File: config.mk
export PLATFORM = sky130hd
export DESIGN_NAME = wb_arbiter_2m
export DESIGN_NICKNAME = d
export VERILOG_FILES = /design/src/rtl/wb_arbiter_2m.sv
export SDC_FILE = /design/constraint.sdc
export NUM_CORES = 1
export LEC_CHECK = 0
export CORE_UTILIZATION = 33
export CTS_CLUSTER_SIZE = 14
export DETAILED_ROUTE_END_ITERATION = 10
export PLACE_DENSITY_LB_ADDON = 0.2
export SYNTH_ARGS = -nofsm -noshare
export SYNTH_HDL_FRONTEND = slang
export SYNTH_SLANG_ARGS = --single-unit
File: constraint.sdc
create_clock -name clk_i -period 2.6 [get_ports clk_i]
set_input_delay 0.65 -clock clk_i [delete_from_list [all_inputs] [get_ports clk_i]]
set_output_delay 0.65 -clock clk_i [all_outputs]
set_load 0.1 [all_outputs]
File: src/rtl/wb_arbiter_2m.sv
// Two-master Wishbone arbiter: round-robin on contention, bus locked while the granted cyc is held.
// Grant comes one clock after cyc in IDLE and the data path is combinational. A request stalled for TIMEOUT cycles is ended with an error.
module wb_arbiter_2m #(
    parameter int DWIDTH  = 8,
    parameter int AWIDTH  = 16,
    parameter int TIMEOUT = 255
) (
    input  logic                clk_i,
    input  logic                rst_i,

    input  logic [AWIDTH-1:0]   m0_adr_i,
    input  logic [DWIDTH-1:0]   m0_dat_i,
    input  logic                m0_we_i,
    input  logic                m0_stb_i,
    input  logic                m0_cyc_i,
    input  logic [DWIDTH/8-1:0] m0_sel_i,
    output logic [DWIDTH-1:0]   m0_dat_o,
    output logic                m0_ack_o,
    output logic                m0_err_o,
    output logic                m0_rty_o,

    input  logic [AWIDTH-1:0]   m1_adr_i,
    input  logic [DWIDTH-1:0]   m1_dat_i,
    input  logic                m1_we_i,
    input  logic                m1_stb_i,
    input  logic                m1_cyc_i,
    input  logic [DWIDTH/8-1:0] m1_sel_i,
    output logic [DWIDTH-1:0]   m1_dat_o,
    output logic                m1_ack_o,
    output logic                m1_err_o,
    output logic                m1_rty_o,

    output logic [AWIDTH-1:0]   s_adr_o,
    output logic [DWIDTH-1:0]   s_dat_o,
    output logic                s_we_o,
    output logic                s_stb_o,
    output logic [DWIDTH/8-1:0] s_sel_o,
    output logic                s_cyc_o,
    input  logic [DWIDTH-1:0]   s_dat_i,
    input  logic                s_ack_i,
    input  logic                s_err_i,
    input  logic                s_rty_i,

    output logic [1:0]          gnt_o
);

    typedef enum logic [1:0] {
        IDLE = 2'd0,
        GNT0 = 2'd1,
        GNT1 = 2'd2
    } state_t;

    localparam logic [15:0] TO_LIMIT = 16'(TIMEOUT);

    state_t      state_q, state_d;
    logic        last_q, last_d;
    logic [15:0] stall_q, stall_d;
    logic        timeout;
    logic        slv_term;

    assign timeout  = (state_q != IDLE) && (stall_q == TO_LIMIT);
    assign slv_term = s_ack_i | s_err_i | s_rty_i;

    // State, last-grant pointer and stall counter registers
    always_ff @(posedge clk_i or posedge rst_i) begin
        if (rst_i) begin
            state_q <= IDLE;
            last_q  <= 1'b1;
            stall_q <= 16'd0;
        end else begin
            state_q <= state_d;
            last_q  <= last_d;
            stall_q <= stall_d;
        end
    end

    // Next-state: on contention the master that did not win last time goes first
    always_comb begin
        state_d = state_q;
        last_d  = last_q;
        case (state_q)
            IDLE: begin
                if (m0_cyc_i && m1_cyc_i) begin
                    state_d = last_q ? GNT0 : GNT1;
                end else if (m0_cyc_i) begin
                    state_d = GNT0;
                end else if (m1_cyc_i) begin
                    state_d = GNT1;
                end
            end
            GNT0: begin
                if (!m0_cyc_i) begin
                    state_d = IDLE;
                end
            end
            GNT1: begin
                if (!m1_cyc_i) begin
                    state_d = IDLE;
                end
            end
            default: state_d = IDLE;
        endcase
        if (state_q == IDLE && state_d == GNT0) begin
            last_d = 1'b0;
        end else if (state_q == IDLE && state_d == GNT1) begin
            last_d = 1'b1;
        end
    end

    // Stall counter only runs while a strobe is outstanding on an unchanged grant
    always_comb begin
        stall_d = 16'd0;
        if (state_d == state_q && state_q != IDLE && !timeout &&
            s_stb_o && !slv_term) begin
            stall_d = stall_q + 16'd1;
        end
    end

    // Outputs: request mux, termination routing, grant decode
    always_comb begin
        s_adr_o  = '0;
        s_dat_o  = '0;
        s_we_o   = 1'b0;
        s_sel_o  = '0;
        s_cyc_o  = 1'b0;
        s_stb_o  = 1'b0;
        m0_ack_o = 1'b0;
        m0_err_o = 1'b0;
        m0_rty_o = 1'b0;
        m1_ack_o = 1'b0;
        m1_err_o = 1'b0;
        m1_rty_o = 1'b0;
        gnt_o    = 2'b00;
        m0_dat_o = s_dat_i;
        m1_dat_o = s_dat_i;
        case (state_q)
            GNT0: begin
                gnt_o    = 2'b01;
                s_adr_o  = m0_adr_i;
                s_dat_o  = m0_dat_i;
                s_we_o   = m0_we_i;
                s_sel_o  = m0_sel_i;
                s_cyc_o  = m0_cyc_i & ~timeout;
                s_stb_o  = m0_cyc_i & m0_stb_i & ~timeout;
                m0_ack_o = s_ack_i & s_stb_o;
                m0_err_o = (s_err_i & s_stb_o) | timeout;
                m0_rty_o = s_rty_i & s_stb_o;
            end
            GNT1: begin
                gnt_o    = 2'b10;
                s_adr_o  = m1_adr_i;
                s_dat_o  = m1_dat_i;
                s_we_o   = m1_we_i;
                s_sel_o  = m1_sel_i;
                s_cyc_o  = m1_cyc_i & ~timeout;
                s_stb_o  = m1_cyc_i & m1_stb_i & ~timeout;
                m1_ack_o = s_ack_i & s_stb_o;
                m1_err_o = (s_err_i & s_stb_o) | timeout;
                m1_rty_o = s_rty_i & s_stb_o;
            end
            default: begin
                gnt_o = 2'b00;
            end
        endcase
    end

endmodule

==> run summary <==
The flow ran to the end, and the final reports show no timing, DRC or antenna violations. For this configuration, the core starts out at a cell density of 0.345. The flip-flop and latch count after synthesis is 19. The number of primary I/O pins is between 100 and 150.

The die outline width came out at around 76 um. The number of vias after detailed routing is 1,928. For this design, the sink count on the clock tree is 19. Of the cells placed in the final design, the portion with a size suffix greater than 1 is 0.370. The clock latency on the worst-skew pair came out at between 0.2 and 0.3 ns.

The worst pin sits at a relative slew slack of 0.506. From synthesis to final layout, the design area changed by 95.0%. For this run, the slowest stage of the critical path takes 0.42 ns. The per-cell routed wire length is around 17 um. The largest driver fanout on the critical path is 17. The reported max-cap violation count is 0.

In the final design database the tool counted 376 nets. For this run, the share of the core covered by cells in the final layout is 0.673. The count of cell types in the netlist is 35. The number of setup violations in the final report is 0. Based on the critical path, the design can be clocked at up to 393 MHz.

Data on the critical path is required at its endpoint by a little under 2 ns. The critical path goes through buf_4 > buf_4 > ha_4 > buf_8 > a22oi_1 > nor2b_4 > buf_12. The time the final worst path needs with I/O delays and setup came out at about 2.5 ns. The placed instances occupy a cell area of between 0.003 and 0.004 mm2. The overall track demand over capacity in global routing is 0.203. The share of the yosys chip area belonging to registers is 0.267.

During synthesis, Yosys emitted a total of 0 warnings. The total CTS buffers came out at 3. The synthesized design contains 0 enable-type register cells. The overall routed net length came out at 6320 um. The library cell used most frequently in the layout, excluding fill and tap cells, is clkdlybuf4s50_1.

In this run the static leakage power is roughly 1.3 nW. The final number of max-transition violations is 0. The number of input and output port buffers inserted is between 90 and 100. The worst endpoint data arrival time is around 1.9 ns.

The nature of the critical path startpoint is a register. The final weighted congestion of routability-driven global placement came out at roughly 0.76. The share of synthesized area in the top cell type comes to 0.252. The buffer type at the clock tree root is clkbuf_8. IR analysis of the VDD net gives a maximum drop of 0.864 mV. The estimated wirelength of the detail-placed design is 4650 um. The setup TNS came out at 0 ns. The die outline height came out at 75.6 um. The TritonCTS clock tree is built. The average instance area after synthesis came out at between 8 and 9 um2.

After floorplanning, the core was sized to cover between 0.005 and 0.006 mm2. By startpoint and endpoint, the worst setup path is classified as reg2out. The most used flip-flop cell after synthesis is dfrtp_1. The overall die area came out at around 0.0057 mm2. The number of fill cells in the layout came out at 400. STA classifies the critical path endpoint as a primary output. The residual overflow from global routing came out at 0.

The detailed-route vias per instance came out at approximately 5.2. The count of standard-cell rows is 26. The startpoint identified for the worst hold timing path is last_q. The hold violation total from the final report is 0.

The net count of the mapped netlist is roughly 290. Of all cell types, the one taking the most synthesized area is dfrtp_1. The startpoint identified for the worst register-to-register timing path is state_q[0].

The first global-routing pass estimated slightly below 9000 um of wire. The via count of the first global-routing pass came out at 1,759. Synthesis handed over a netlist of about 210 instances. The slew at the pin closest to its max-slew limit came out at approximately 0.74 ns. The clock input transition at the sequential cells of the worst setup and hold paths is ~0.080 ns. For this run, design rule violations remaining after detail routing come to 0. 0 antenna diodes ended up in the layout. The number of design-rule violations left by the first detailed-router iteration came out at between 50 and 60. The start point of the critical path is state_q[0]. The synthesized area is 0.00179 mm2. In this design, the critical path's most frequently occurring cell is buf_4. The clock passes through at most 2 buffers. Power spread over the standard cell area amounts to about 1100 mW/mm2.

Entering global routing, the biggest net connects 33 pins. In the layout the commonest cells are 60 x clkdlybuf4s50_1, 36 x buf_12, 27 x a22oi_1, 26 x nor2b_4, 17 x dfrtp_1. On the critical path, the stage with the largest delay is an instance of dfrtp_2. Clock skew on the completed layout was measured at about 0.0089 ns. The number of H-tree levels came out at 1. The pre-antenna-repair detailed-routing pass consisted of 6 iterations. The min-delay analysis places its worst path in the category reg2reg. The count of antenna-violating nets left after detailed routing is 0. The post-route standard cell area excluding fillers is 0.00348 mm2. Dividing the final minimum period by the clock period gives 0.978. The number of antenna violations at the first check in global routing is 0.

Yosys attributes the largest share of cell area to dfrtp_1 25%, a22oi_1 11%, nor2b_1 9.8%, buf_4 7.1%, xnor2_1 6.4%. After synthesis, the share of flip-flops with an asynchronous set or reset is 1.00.
==> sequential cells by signal (all words and copies together) (netlist names) <==
| name | cells |
|---|---|
| stall_q | 16 |
| last_q | 1 |
| state_q | 2 |
==> synthesized netlist by cell type, drive strengths merged, types with 2 or more instances <==
cell and number:
nor4 4, o21ai 2, inv 10, and3 6
nand3 8, nor2 10, xnor2 13, nand4 4
a21boi 3, nor2b 28, buf 23, clkbuf 7
dfrtp 18, a22oi 27, a21oi 6, ha 6
nor3 21, nand2 4
==> critical path, delay by kind of cell (launching register included) <==
kind	cells	cell delay (ns)
and+or+nand+nor	1	0.08
buffers and inverters	4	0.64
DFF	1	0.42
adders and majority gates	1	0.23
AOI/OAI and AO/OA	1	0.27
==> through the flow <==
step | power (mW) | worst slack (ns) | std cells | hold slack, ns
2_1_floorplan | 2.70 | -0.0902 | 212 | 0.466
3_3_place_gp | 3.54 | 0.161 | 359 | 0.497
3_5_place_dp | 3.56 | 0.159 | 359 | 0.501
4_1_cts | 3.81 | 0.0249 | 364 | 0.515
5_1_grt | 4.05 | -0.0233 | 370 | 0.569
6_report | 3.90 | 0.0561 | 370 | 0.541
==> power by group <==
group,internal [mW],switching [mW],leakage [nW]
clock,0.108,0.110,0.0217
sequential,0.322,0.0167,0.259
combinational,1.36,1.98,1.01
total,1.79,2.11,1.29
==> cell families (layout without fill, tap and decap cells) <==
logic type,Yosys count,count (layout),synth area share
AOI/OAI and AO/OA,44,44,0.185
buffers and inverters,40,128,0.135
xor gates and xnor gates,14,14,0.0687
and+or+nand+nor,88,88,0.297
adders and majority gates,6,6,0.0420
muxes,1,1,0.00561
DFF,19,19,0.267
==> final timing paths <==
path                       depth (start not counted)          end  slack [ns]
max in group asynchronous                          2   state_q[0]        1.28
hold / removal                                     2       last_q        0.54
setup reg to reg                                   9  stall_q[15]        0.37
min in group asynchronous                          2   stall_q[0]        0.81
hold reg to reg                                    2       last_q        0.54
setup / recovery                                   7   s_adr_o[0]        0.06
==> final cells by class <==
cell class	count	area, um2	share of cell area
Clock buffer	3	41.3	0.0119
Sequential cell	19	478	0.137
Multi-Input combinational cell	153	1350	0.389
Clock inverter	1	7.51	0.00216
Inverter	10	37.5	0.0108
Timing Repair Buffer	114	1480	0.424
Tap cell	70	87.6	0.0252
==> timing repair <==
item | in CTS | in global routing
cloned | 0 | 0
pin swaps | 3 | 7
setup endpoints to repair | 6 | 32
hold buffers | 0 | 0
gates resized for setup | 3 | 5
setup buffers | 1 | 6
==> routing by layer <==
layer | global-route usage | routed length (um) | share of wire | up-vias
li1 | - | - | - | 918
met1 | 0.253 | 2510 | 0.40 | 931
met2 | 0.373 | 3420 | 0.54 | 63
met3 | 0.0212 | 239 | 0.038 | 16
met4 | 0.0556 | 153 | 0.024 | 0
met5 | 0 | 0 | 0 | -
Note: power is estimated with default switching activity, not from simulation.
